--- src/rtl/led_display_package.sv ---
// Shared types for the LED display pipeline: row data layout, HUB75 pin bundle
// and row-driver FSM states.
package led_display_package;

  localparam int unsigned GL_NUM_COL_PIXELS = 64;
  localparam int unsigned GL_COL_IDX_W      = $clog2(GL_NUM_COL_PIXELS);
  localparam int unsigned GL_ROW_ADDR_W     = 4;

  typedef struct packed {
    logic [GL_NUM_COL_PIXELS-1:0] blue;
    logic [GL_NUM_COL_PIXELS-1:0] green;
    logic [GL_NUM_COL_PIXELS-1:0] red;
  } rgb_half_t;

  typedef struct packed {
    rgb_half_t top;
    rgb_half_t bot;
  } rgb_row_t;

  localparam int unsigned GL_RGB_ROW_W = $bits(rgb_row_t);

  typedef enum logic [2:0] {
    ST_IDLE,
    ST_SHIFT,
    ST_WAIT_DISP,
    ST_BLANK,
    ST_LATCH,
    ST_UNBLANK
  } row_drv_state_t;

  typedef struct packed {
    logic                     bclk;
    logic                     lat;
    logic                     oe_n;
    logic [GL_ROW_ADDR_W-1:0] addr;
    logic [2:0]               rgb_top;
    logic [2:0]               rgb_bot;
  } hub75_pins_t;

  // {blue, green, red} of one column, in HUB75 pin order.
  function automatic logic [2:0] pixel_at(input rgb_half_t h,
                                          input logic [GL_COL_IDX_W-1:0] c);
    return {h.blue[c], h.green[c], h.red[c]};
  endfunction

endpackage

--- src/rtl/led_display_bclk_gen.sv ---
// Phase timer for the HUB75 bit clock: H cycles per phase, toggling level.
// Also reused to time the latch pulse. Held in the low phase while disabled.
module led_display_bclk_gen #(
  parameter int unsigned H = 2
) (
  input  logic clk_in,
  input  logic n_reset_in,
  input  logic en,
  output logic phase_hi,
  output logic phase_end
);

  localparam int unsigned CW = (H > 1) ? $clog2(H) : 1;

  logic [CW-1:0] cnt;

  assign phase_end = en && (cnt == CW'(H - 1));

  always_ff @(posedge clk_in or negedge n_reset_in) begin
    if (!n_reset_in) begin
      cnt      <= '0;
      phase_hi <= 1'b0;
    end else if (!en) begin
      cnt      <= '0;
      phase_hi <= 1'b0;
    end else if (phase_end) begin
      cnt      <= '0;
      phase_hi <= ~phase_hi;
    end else begin
      cnt <= cnt + 1'b1;
    end
  end

endmodule

--- src/rtl/led_display_row_driver.sv ---
// HUB75 row driver: buffers one row, shifts it out on a divided bit clock while
// the previous row stays lit, then blanks, latches, updates address, unblanks.
module led_display_row_driver
  import led_display_package::*;
#(
  parameter int unsigned SYS_CLK_FREQ   = 100_000_000,
  parameter int unsigned BCLK_FREQ      = 21_000_000,
  parameter int unsigned DISPLAY_CYCLES = 2000,
  parameter int unsigned BLANK_CYCLES   = 2,
  parameter bit          SIMULATION     = 1'b0
) (
  input  logic                     clk_in,
  input  logic                     n_reset_in,
  input  rgb_row_t                 row_in,
  input  logic                     row_valid_in,
  output logic                     row_ready_out,
  input  logic [GL_ROW_ADDR_W-1:0] row_address_in,
  output logic                     bclk_out,
  output logic [2:0]               rgb_top_out,
  output logic [2:0]               rgb_bot_out,
  output logic                     lat_out,
  output logic                     oe_n_out,
  output logic [GL_ROW_ADDR_W-1:0] addr_out,
  output logic                     busy_out
);

  localparam int unsigned H_DIV   = SYS_CLK_FREQ / (2 * BCLK_FREQ);
  localparam int unsigned H       = (H_DIV < 1) ? 1 : H_DIV;
  localparam int unsigned DISP_N  = SIMULATION ? 64 : DISPLAY_CYCLES;
  localparam int unsigned TW      = $clog2(DISP_N + 1);
  localparam int unsigned BLANK_N = (BLANK_CYCLES < 1) ? 1 : BLANK_CYCLES;
  localparam int unsigned BW      = (BLANK_N > 1) ? $clog2(BLANK_N) : 1;

  row_drv_state_t           state;
  hub75_pins_t              pins;
  rgb_row_t                 in_row;
  logic [GL_ROW_ADDR_W-1:0] in_addr;
  rgb_row_t                 shift_row;
  logic [GL_ROW_ADDR_W-1:0] pend_addr;
  logic [GL_COL_IDX_W-1:0]  col;
  logic [BW-1:0]            dcnt;
  logic [TW-1:0]            timer;
  logic                     lit;
  logic                     gen_en;
  logic                     phase_hi;
  logic                     phase_end;

  assign gen_en = (state == ST_SHIFT) || (state == ST_LATCH);

  led_display_bclk_gen #(.H(H)) u_bclk_gen (
    .clk_in     (clk_in),
    .n_reset_in (n_reset_in),
    .en         (gen_en),
    .phase_hi   (phase_hi),
    .phase_end  (phase_end)
  );

  assign bclk_out    = pins.bclk;
  assign lat_out     = pins.lat;
  assign oe_n_out    = pins.oe_n;
  assign addr_out    = pins.addr;
  assign rgb_top_out = pins.rgb_top;
  assign rgb_bot_out = pins.rgb_bot;

  // Row payload needs no reset; row_ready_out alone tracks buffer occupancy.
  always_ff @(posedge clk_in) begin
    if (row_valid_in && row_ready_out) begin
      in_row  <= row_in;
      in_addr <= row_address_in;
    end
  end

  always_ff @(posedge clk_in or negedge n_reset_in) begin
    if (!n_reset_in) begin
      state         <= ST_IDLE;
      pins          <= '{bclk: 1'b0, lat: 1'b0, oe_n: 1'b1, addr: '0,
                         rgb_top: '0, rgb_bot: '0};
      row_ready_out <= 1'b1;
      busy_out      <= 1'b0;
      shift_row     <= '0;
      pend_addr     <= '0;
      col           <= '0;
      dcnt          <= '0;
      timer         <= '0;
      lit           <= 1'b0;
    end else begin
      if (timer != '0) timer <= timer - 1'b1;
      if (row_valid_in && row_ready_out) row_ready_out <= 1'b0;

      case (state)
        ST_IDLE: begin
          if (!row_ready_out) begin
            shift_row     <= in_row;
            pend_addr     <= in_addr;
            col           <= GL_COL_IDX_W'(GL_NUM_COL_PIXELS - 1);
            pins.rgb_top  <= pixel_at(in_row.top, GL_COL_IDX_W'(GL_NUM_COL_PIXELS - 1));
            pins.rgb_bot  <= pixel_at(in_row.bot, GL_COL_IDX_W'(GL_NUM_COL_PIXELS - 1));
            row_ready_out <= 1'b1;
            busy_out      <= 1'b1;
            state         <= ST_SHIFT;
          end
        end
        ST_SHIFT: begin
          // Next column is presented on the same edge that drops bclk.
          if (phase_end) begin
            if (!phase_hi) begin
              pins.bclk <= 1'b1;
            end else begin
              pins.bclk <= 1'b0;
              if (col == '0) begin
                state <= ST_WAIT_DISP;
              end else begin
                col          <= col - 1'b1;
                pins.rgb_top <= pixel_at(shift_row.top, col - 1'b1);
                pins.rgb_bot <= pixel_at(shift_row.bot, col - 1'b1);
              end
            end
          end
        end
        ST_WAIT_DISP: begin
          if (timer == '0 || !lit) begin
            pins.oe_n <= 1'b1;
            pins.addr <= pend_addr;
            dcnt      <= '0;
            state     <= ST_BLANK;
          end
        end
        ST_BLANK: begin
          if (dcnt == BW'(BLANK_N - 1)) begin
            pins.lat <= 1'b1;
            state    <= ST_LATCH;
          end else begin
            dcnt <= dcnt + 1'b1;
          end
        end
        ST_LATCH: begin
          if (phase_end) begin
            pins.lat <= 1'b0;
            dcnt     <= '0;
            state    <= ST_UNBLANK;
          end
        end
        ST_UNBLANK: begin
          if (dcnt == BW'(BLANK_N - 1)) begin
            pins.oe_n <= 1'b0;
            lit       <= 1'b1;
            timer     <= TW'(DISP_N);
            busy_out  <= 1'b0;
            state     <= ST_IDLE;
          end else begin
            dcnt <= dcnt + 1'b1;
          end
        end
        default: state <= ST_IDLE;
      endcase
    end
  end

endmodule

--- config.mk ---
export PLATFORM = sky130hd
export DESIGN_NAME = led_display_row_driver
export DESIGN_NICKNAME = d
export VERILOG_FILES = /design/src/rtl/led_display_package.sv /design/src/rtl/led_display_bclk_gen.sv /design/src/rtl/led_display_row_driver.sv
export SDC_FILE = /design/constraint.sdc
export NUM_CORES = 1
export LEC_CHECK = 0
export BUFFER_PORTS_ARGS = -buffer_cell sky130_fd_sc_hd__clkbuf_2
export CORE_MARGIN = 5
export CORE_UTILIZATION = 35
export DETAILED_ROUTE_END_ITERATION = 12
export PLACE_DENSITY = 0.56
export REMOVE_ABC_BUFFERS = 1
export SKIP_CTS_REPAIR_TIMING = 1
export SYNTH_ARGS = -nofsm -noshare
export SYNTH_HDL_FRONTEND = slang
export SYNTH_SLANG_ARGS = --single-unit
--- constraint.sdc ---
create_clock -name clk_in -period 30.8 [get_ports clk_in]
set_input_delay 1.54 -clock clk_in [delete_from_list [all_inputs] [get_ports clk_in]]
set_output_delay 1.54 -clock clk_in [all_outputs]
set_load 0.05 [all_outputs]
==> out/qor.csv, run 1 <==
metric,value,unit
drt-initial-drc-count,1506,
core,88200,um^2
via_count,19900,
hold_viol,0,
p_leak,16.9,nW
pre_cts_ws,26.06,ns
die_y,308,um
netlist_area,31100,um^2
antenna_found_initial,12,
synth_cell_types,59,
worst_path_dominant_cell_family,buffers and inverters,
timing.rr.end,rgb_bot_out[2]$_DFFE_PN0P_,
endpoint_kind,async pin,
io_pins,406,
critical_path.most_common_cell,buf_4,
synthCells,2569,
finalMaxSlewViolations,0,
async_flop_share,52.4,%
grt_pass1_wl,124,mm
finClkSkew,0.0314,ns
grt_max_degree,181,
ys_ff_latch,815,
cp-start-kind,input pin,
arrival,4.60,ns
cp_max_fo,113,
path_cells,"buf_8, buf_4, buf_4, buf_4",
initial_utilization,35.2,%
fmax,255,MHz
synth_top_cell_area_share,37.5,%
finalWeightedCongestion,0.754,
fin_crit_sh,12.8,%
tns,0,ns
numCtsBuffers,90,
ys_warn_count,0,
cts_buffer_depth,3,
ir_worst_vdd,0.0580,mV
synth_seq_area_share,71.8,%
htreeDepth,3,
tritoncts,done,
cts.clk_slew.worst_paths,0.06,ns
r2r_setup_slack,27.00,ns
area_growth,20.1,%
fin_util,42.3,%
hold_ws,0.422,ns
crit_type,input pin to async pin,
status,"finished, final reports clean",
final_layout_size_suffix_gt1_share,22.5,%
min_delay_worst_endpoint,shift_row[119]$_DFFE_PN0P_,
drt-total-wl,81.8,mm
timing.rr.start,col[0]$_DFFE_PN0P_,
finalSetupViolCount,0,
cts-root-buf,clkbuf_16,
p_per_area,103,nW/um^2
final_nets,3359,
rows,109,
drtAntennaViolNets,0,
reg2regPathDepth,8,
tightest_slew,1.21,ns
hold_class,flop to flop,
synth-edff-count,388,
clk_latency,0.66,ns
cts_num_sinks,815,
maxSlewHeadroom,19.5,%
wl_per_cell,19.4,um
dr.pass1.iters,5,
rsz0062_at_grt,false,
min_period,3.93,ns
hpwlAfterDp,52.3,mm
critPathMaxStageDelay,0.82,ns
synthFlopType,dfrtp_1,
io_buffers,405,
setup_ws,26.87,ns
cp_slowest_cell,buf_4,
grt_overflow_total,0,
power,3.84,mW
drv_cap,0,
grt_use_total,17.1,%
drcViolationCount,0,
min_path_cells,2,
drt-vias-per-instance,4.72,
worstPathRequired,31.47,ns
ys_top_cells_by_area,"edfxtp_1 37%, dfrtp_1 34%, nand2_1 16%",
grt_pass1_vias,20400,
yosysTopAreaCell,edfxtp_1,
critPathBufInv,4,
die-area,94900,um^2
die_w,308,um
min_from,in_row[119]$_DFFE_PP_,
syn_avg_cell_area,12.1,um^2
cells in the mapped netlist (3+ instances only):
library cell	n
a211oi_1	3
a21oi_1	10
a31oi_1	8
a32o_1	5
a41oi_1	6
buf_1	3
buf_2	27
clkbuf_1	98
dfrtp_1	425
edfxtp_1	388
ha_1	3
inv_1	7
mux2_4	4
mux2i_1	6
mux4_2	80
nand2_1	1310
nand2b_1	6
nand3_1	57
nand4_1	14
nor2_1	24
nor2b_1	3
nor3_1	6
o21ai_0	9
o22ai_1	6
o31ai_1	3
or4_1	7
xnor2_1	7
xor2_1	4
power breakdown:
part | switching, mW | internal, mW | total [mW]
registers | 0.166 | 1.50 | 1.66
logic | 0.690 | 0.410 | 1.10
clock network | 0.442 | 0.635 | 1.08
total | 1.30 | 2.54 | 3.84
flip-flops by register name, summed over array words and instances, names as in the netlist, 4 cells and up:
name and flops:
in_addr 4, shift_row 384, addr_out 4, timer 11, col 6, in_row 384
pend_addr 4
worst max-delay path by stage:
stage | startpoint | end | cells past startpoint
2_1_floorplan | col[0]$_DFFE_PN0P_ | rgb_bot_out[0]$_DFFE_PN0P_ | 8
3_3_place_gp | n_reset_in | shift_row[100]$_DFFE_PN0P_ | 4
3_5_place_dp | n_reset_in | shift_row[111]$_DFFE_PN0P_ | 4
4_1_cts | n_reset_in | shift_row[110]$_DFFE_PN0P_ | 4
5_1_grt | n_reset_in | shift_row[110]$_DFFE_PN0P_ | 4
6_report | n_reset_in | shift_row[363]$_DFFE_PN0P_ | 4
placed cells by master (no fill, tap or decap), types with 7 or more instances in the layout:
| cell type | netlist | layout |
|---|---|---|
| a21oi_1 | 10 | 10 |
| a31oi_1 | 8 | 8 |
| buf_4 | 1 | 27 |
| clkbuf_1 | 98 | 23 |
| clkbuf_16 | 0 | 93 |
| clkbuf_2 | 0 | 404 |
| clkbuf_8 | 0 | 12 |
| clkinv_2 | 0 | 21 |
| dfrtp_1 | 425 | 424 |
| diode_2 | 0 | 7 |
| edfxtp_1 | 388 | 388 |
| inv_1 | 7 | 7 |
| mux4_2 | 80 | 80 |
| nand2_1 | 1310 | 1309 |
| nand3_1 | 57 | 57 |
| nand4_1 | 14 | 14 |
| nor2_1 | 24 | 23 |
| o21ai_0 | 9 | 9 |
| or4_1 | 7 | 7 |
routing by layer:
| metal | wire length [um] | part of all wire (%) | GRT usage (%) |
|---|---|---|---|
| met4 | 2230 | 2.7 | 5.31 |
| met1 | 36100 | 44 | 24.0 |
| met2 | 38100 | 47 | 26.7 |
| met3 | 5230 | 6.4 | 3.85 |
| met5 | 95 | 0.12 | 0 |
worst register-to-register path, delay by kind of cell, from the launching register on:
kind,cells,cell delay (ns)
adders and majority gates,1,0.71
buffers and inverters,2,0.58
DFF,1,0.75
and+or+nand+nor,4,1.26
AOI/OAI and AO/OA,1,0.39
kinds of logic after synthesis:
family          synth area share (%)
compound gates                  1.48
xor+xnor                       0.310
fa+ha+maj                      0.121
buf+inv                         1.81
flops                           71.8
mux                             6.18
simple gates                    18.3
stage by stage:
step,instance area (um^2),std cells
after floorplan,30600,2439
after global placement,34400,4038
after detailed placement,34400,4038
after CTS,37300,4206
after global routing,37300,4209
final,37400,4213
cell type report:
cell class                 count  area, um^2
clock buffer                 128        2580
multi-input combinational   1616        8270
fill                        8353       50900
tap                         1165        1460
clock inverter                40         383
timing repair buffer         434        2280
sequential                   815       22300
antenna                        7        17.5
inverter                       8        30.0
No activity file was read; power rests on OpenSTA's default activity.
==> run 2: changes to the inputs <==
Settings changed: PLACE_DENSITY 0.56 to 0.58.
Clock period 30.8 ns to 3.49 ns, I/O delays scaled along.
==> run 2 against run 1 <==
Critical path depth up 5; die area unchanged; non-clock buffer count up 404; worst setup slack worse by 26 ns; final area up 11%; combinational power rose to 9.5 times the previous value; core utilization up 4.9 points.
==> out/qor.csv, run 2 (synthesized netlist as in run 1, its figures left out) <==
metric,value,unit,change
core,88200,um^2,unchanged
hold_ws,0.0746,ns,was 0.422 ns
crit_type,flop to flop,,was input pin to async pin
antenna_found_initial,17,,was 12
p_leak,18.7,nW,was 16.9 nW
final_common_cell,nand2_1,,unchanged
reg2regPathDepth,9,,was 8
worst_path_dominant_cell_family,simple AND/OR/NAND/NOR gates,,was buffers and inverters
drt-total-wl,88.1,mm,was 81.8 mm
tightest_slew,0.908,ns,was 1.21 ns
cp_max_fo,50,,was 113
fin_crit_sh,82.6,%,
critPathBufInv,2,,was 4
via_count,21500,,was 19900
ir_worst_vdd,0.650,mV,was 0.0580 mV
path_cells,"inv_1, ha_1, xor2_4, buf_12, mux4_2, mux2i_1, a32o_1, or4_1, nand4_1",,"was buf_8, buf_4, buf_4, buf_4"
finalWeightedCongestion,0.813,,was 0.754
initial_utilization,35.2,%,unchanged
drcViolationCount,0,,unchanged
hold_viol,0,,unchanged
io_pins,406,,unchanged
p_int,22.9,mW,was 2.54 mW
tritoncts,done,,unchanged
cp_slowest_cell,dfrtp_4,,was buf_4
final_nets,3763,,was 3359
hpwlAfterDp,55.8,mm,was 52.3 mm
min_period,2.88,ns,
hold_class,input pin to async pin,,was flop to flop
grt_overflow_total,0,,unchanged
htreeDepth,3,,unchanged
drtAntennaViolNets,0,,unchanged
tns,0,ns,unchanged
power,34.7,mW,was 3.84 mW
most-common-layout-cells,"1309 x nand2_1, 424 x dfrtp_1, 404 x clkbuf_2",,unchanged
cp-start-kind,flop,,was input pin
io_buffers,405,,unchanged
r2r_setup_slack,0.61,ns,was 27.00 ns
finalSetupViolCount,0,,unchanged
grt_use_total,17.3,%,was 17.1%
drt-initial-drc-count,1429,,was 1506
clkPwrFrac,27.4,%,was 28.1%
worstPathRequired,4.06,ns,was 31.47 ns
switchingPower,11.7,mW,was 1.30 mW
grt_max_degree,112,,was 181
dr_wl_met2,41.8,mm,was 38.1 mm
clk_latency,0.65,ns,was 0.66 ns
die-area,94900,um^2,unchanged
timing.rr.start,col[0]$_DFFE_PN0P_,,unchanged
die_w,308,um,unchanged
cts_buffer_depth,3,,unchanged
cts.clk_slew.worst_paths,0.06,ns,about the same
reg_top3,"in_row x384, shift_row x384, timer x11",,unchanged
maxSlewHeadroom,39.2,%,was 19.5%
swShare,33.8,%,about the same
wl_per_cell,19.1,um,was 19.4 um
fillers,7901,,was 8353
rsz0062_at_grt,false,,unchanged
fin_util,47.2,%,was 42.3%
status,"finished, final reports clean",,unchanged
cts-root-buf,clkbuf_16,,unchanged
p_per_area,832,nW/um^2,was 103 nW/um^2
dr.pass1.iters,5,,unchanged
m1WireLength,38.7,mm,was 36.1 mm
die_y,308,um,unchanged
power_frac_seq,42.5,%,was 43.3%
rows,109,,unchanged
p_comb_share,30.1,%,was 28.6%
numCtsBuffers,90,,unchanged
timing.rr.end,rgb_top_out[0]$_DFFE_PN0P_,,was rgb_bot_out[2]$_DFFE_PN0P_
wl_met3,5.28,mm,was 5.23 mm
arrival,3.45,ns,was 4.60 ns
endpoint_kind,flop,,was async pin
cts_num_sinks,815,,unchanged
setup.worst_path.start,col[0]$_DFFE_PN0P_,,was n_reset_in
finalMaxSlewViolations,0,,unchanged
finClkSkew,0.0278,ns,was 0.0314 ns
drv_cap,0,,unchanged
final_layout_size_suffix_gt1_share,20.0,%,was 22.5%
routed.top_layer,met5,,unchanged
fmax,347,MHz,
critPathMaxStageDelay,0.52,ns,was 0.82 ns
drt-vias-per-instance,4.65,,was 4.72
grt_pass1_wl,125,mm,was 124 mm
grt_pass1_vias,20800,,was 20400
area_growth,33.9,%,was 20.1%
run 2: cell count changes in the layout (fill, tap and decap cells not counted), moves of 4 or more:
cell and change:
dlygate4sd3_1 +390, clkinvlp_4 +4, clkinv_2 -12, clkbuf_1 +7, diode_2 +5, buf_4 -5
buf_12 +19
run 2: worst reg2reg max path, stage by stage (launching register included):
cell and delay [ns]:
dfrtp_4 0.52, inv_1 0.19, ha_1 0.39, xor2_4 0.20
buf_12 0.30, mux4_2 0.29, mux2i_1 0.10, a32o_1 0.30
or4_1 0.43, nand4_1 0.10
run 2: metrics by stage:
stage / setup WS (ns) / instances / cell area, um^2
2_1_floorplan: -13.78 / 2439 / 30600
3_3_place_gp: 0.573 / 4052 / 34700
3_5_place_dp: 0.565 / 4052 / 34700
4_1_cts: 0.558 / 4222 / 37700
5_1_grt: 0.466 / 4614 / 41600
6_report: 0.606 / 4624 / 41600
run 2: area by class of cell:
type / count / area (um^2) / share of cell area, %
tap: 1165 / 1460 / 3.50
clock buffer: 136 / 2630 / 6.32
multi-input combinational: 1616 / 8270 / 19.9
timing repair buffer: 838 / 6530 / 15.7
sequential: 815 / 22300 / 53.7
clock inverter: 34 / 355 / 0.853
inverter: 8 / 30.0 / 0.0721
antenna: 12 / 30.0 / 0.0721
run 2: how the worst max path moves through the flow:
stage | to | slack (ns) | depth (start not counted)
finish | rgb_top_out[0]$_DFFE_PN0P_ | 0.61 | 9
global route | rgb_bot_out[2]$_DFFE_PN0P_ | 0.47 | 9
CTS | rgb_top_out[0]$_DFFE_PN0P_ | 0.56 | 9
detailed placement | rgb_top_out[0]$_DFFE_PN0P_ | 0.57 | 9
global placement | rgb_bot_out[2]$_DFFE_PN0P_ | 0.57 | 6
floorplan | rgb_bot_out[0]$_DFFE_PN0P_ | -13.78 | 8
run 2: power groups by stage:
stage	Clock [mW]	Sequential (mW)	Combinational (mW)
final	9.50	14.7	10.4
after global routing	10.2	15.0	11.7
after CTS	9.79	14.7	10.3
after detailed placement	0	14.9	10.3
after global placement	0	14.9	10.1
after floorplan	0	15.1	6.05
run 2: per-layer routing:
metal | global-route usage, % | up-vias
met3 | 5.07 | 132
met1 | 24.0 | 10600
met5 | 0 | -
met4 | 4.65 | 10
li1 | - | 10200
met2 | 26.8 | 535
==> run 3: changes to the inputs <==
Settings changed: PLACE_DENSITY 0.58 to 0.56.
Clock period 3.49 ns to 2.9 ns, I/O delays scaled along.
==> run 3 against run 2 <==
Non-clock buffer count up 23; clock-buffer cell count down 2; worst hold slack worse by 0.032 ns; wire length up 0.19%; critical path type unchanged; highest routed layer unchanged.
==> out/qor.csv, run 3 (synthesized netlist as in run 1, its figures left out) <==
metric,value,unit,change
tightest_slew,0.846,ns,was 0.908 ns
min_period,2.72,ns,was 2.88 ns
clkPwrFrac,27.7,%,was 27.4%
arrival,3.31,ns,was 3.45 ns
die_y,308,um,unchanged
drt-vias-per-instance,4.65,,about the same
numCtsBuffers,91,,was 90
swShare,33.4,%,was 33.8%
drcViolationCount,0,,unchanged
hold_viol,0,,unchanged
most-common-layout-cells,"1309 x nand2_1, 424 x dfrtp_1, 404 x clkbuf_2",,unchanged
cts-root-buf,clkbuf_16,,unchanged
critPathBufInv,2,,unchanged
drtAntennaViolNets,0,,unchanged
finalSetupViolCount,0,,unchanged
dr.pass1.iters,5,,unchanged
cp-start-kind,flop,,unchanged
drt-total-wl,88.3,mm,was 88.1 mm
power_frac_seq,42.0,%,was 42.5%
critPathMaxStageDelay,0.44,ns,was 0.52 ns
design_area,42000,um^2,was 41600 um^2
dp_cells,4075,,was 4052
grt_use_total,17.2,%,was 17.3%
finClkSkew,0.0210,ns,was 0.0278 ns
drv_cap,0,,unchanged
path_cells,"inv_1, ha_1, xor2_4, buf_12, mux4_2, mux2i_1, a32o_1, or4_1, nand4_1",,unchanged
final_cells,4640,,was 4624
tritoncts,done,,unchanged
cp_slowest_cell,or4_1,,was dfrtp_4
p_comb_share,30.4,%,was 30.1%
cts.clk_slew.worst_paths,0.06,ns,about the same
io_pins,406,,unchanged
fin_crit_sh,93.9,%,was 82.6%
hold_class,input pin to async pin,,unchanged
reg_top3,"in_row x384, shift_row x384, timer x11",,unchanged
die-area,94900,um^2,unchanged
hpwlAfterDp,56.2,mm,was 55.8 mm
ir_worst_vdd,0.692,mV,was 0.650 mV
fmax,367,MHz,was 347 MHz
final_layout_size_suffix_gt1_share,20.6,%,was 20.0%
wl_per_cell,19.0,um,was 19.1 um
p_leak,18.9,nW,was 18.7 nW
final_common_cell,nand2_1,,unchanged
worstPathRequired,3.48,ns,was 4.06 ns
io_buffers,405,,unchanged
antenna_found_initial,7,,was 17
core,88200,um^2,unchanged
p_per_area,1010,nW/um^2,was 832 nW/um^2
dpl_cell_area,35000,um^2,was 34700 um^2
switchingPower,14.1,mW,was 11.7 mW
grt_overflow_total,0,,unchanged
cts_buffer_depth,3,,unchanged
initial_utilization,35.2,%,unchanged
worst_path_dominant_cell_family,simple AND/OR/NAND/NOR gates,,unchanged
cts_num_sinks,815,,unchanged
grt_max_degree,155,,was 112
final_nets,3787,,was 3763
maxSlewHeadroom,43.6,%,was 39.2%
finalWeightedCongestion,0.800,,was 0.813
hold_ws,0.0430,ns,was 0.0746 ns
grt_pass1_wl,125,mm,about the same
finalMaxSlewViolations,0,,unchanged
clk_latency,0.65,ns,about the same
fin_util,47.6,%,was 47.2%
crit_type,flop to flop,,unchanged
rsz0062_at_grt,false,,unchanged
drt-initial-drc-count,1642,,was 1429
htreeDepth,3,,unchanged
rows,109,,unchanged
grt_pass1_vias,20600,,was 20800
via_count,21600,,was 21500
die_w,308,um,unchanged
p_int,28.1,mW,was 22.9 mW
area_growth,35.1,%,was 33.9%
status,"finished, final reports clean",,unchanged
endpoint_kind,flop,,unchanged
cp_max_fo,36,,was 50
[run 3: cell types whose count changed in the layout (fill, tap and decap cells not counted), sizes merged]
cell	delta
clkbuf	-2
buf	+23
bufinv	+3
diode	-9
clkinvlp	-4
inv	-3
clkinv	+8
[run 3: worst register-to-register path, cell delays in order (launching register included)]
cell	delay, ns
dfrtp_1	0.40
inv_1	0.16
ha_1	0.40
xor2_4	0.24
buf_12	0.26
mux4_2	0.25
mux2i_1	0.11
a32o_1	0.29
or4_1	0.44
nand4_1	0.10
[run 3: stage by stage]
stage / total power [mW] / TNS, ns / worst slack (ns)
after global routing: 45.0 / 0 / 0.00432
after detailed placement: 30.5 / 0 / 0.137
after global placement: 30.4 / 0 / 0.156
after CTS: 42.5 / 0 / 0.131
after floorplan: 25.0 / -8346.85 / -14.37
final: 42.3 / 0 / 0.178
[run 3: power by group through the flow]
stage	Sequential [mW]	Combinational, mW	Clock (mW)
detailed placement	17.9	12.6	0
global route	18.1	14.4	12.5
finish	17.8	12.8	11.7
CTS	17.8	12.7	12.0
global placement	17.9	12.5	0
floorplan	18.1	6.97	0
[run 3: final timing paths]
path / start / end / slack, ns / cells after the start
min in group clk_in: row_in[111] / in_row[111]$_DFFE_PP_ / 0.21 / 2
max in group asynchronous: n_reset_in / shift_row[8]$_DFFE_PN0P_ / 1.93 / 4
worst min-delay path: n_reset_in / shift_row[29]$_DFFE_PN0P_ / 0.04 / 2
worst max register to register: col[1]$_DFFE_PN0P_ / rgb_bot_out[1]$_DFFE_PN0P_ / 0.18 / 9
worst min register to register: in_row[280]$_DFFE_PP_ / shift_row[280]$_DFFE_PN0P_ / 0.43 / 2
worst max-delay path: col[1]$_DFFE_PN0P_ / rgb_bot_out[1]$_DFFE_PN0P_ / 0.18 / 9
[run 3: cell type report]
class                           instances  area [um^2]
Fill cell                            7866        46200
Sequential cell                       815        22300
Multi-Input combinational cell       1616         8270
Timing Repair Buffer                  861         6840
Clock buffer                          134         2630
Tap cell                             1165         1460
Clock inverter                         38          434
Inverter                                8         30.0
Antenna cell                            3         7.51
[run 3: metal layers]
metal | part of all wire (%) | track usage, % | wire length (um)
met1 | 44 | 24.2 | 38700
met2 | 48 | 26.8 | 42100
met3 | 5.4 | 3.95 | 4790
met4 | 3.0 | 5.28 | 2630
met5 | 0.062 | 0 | 55
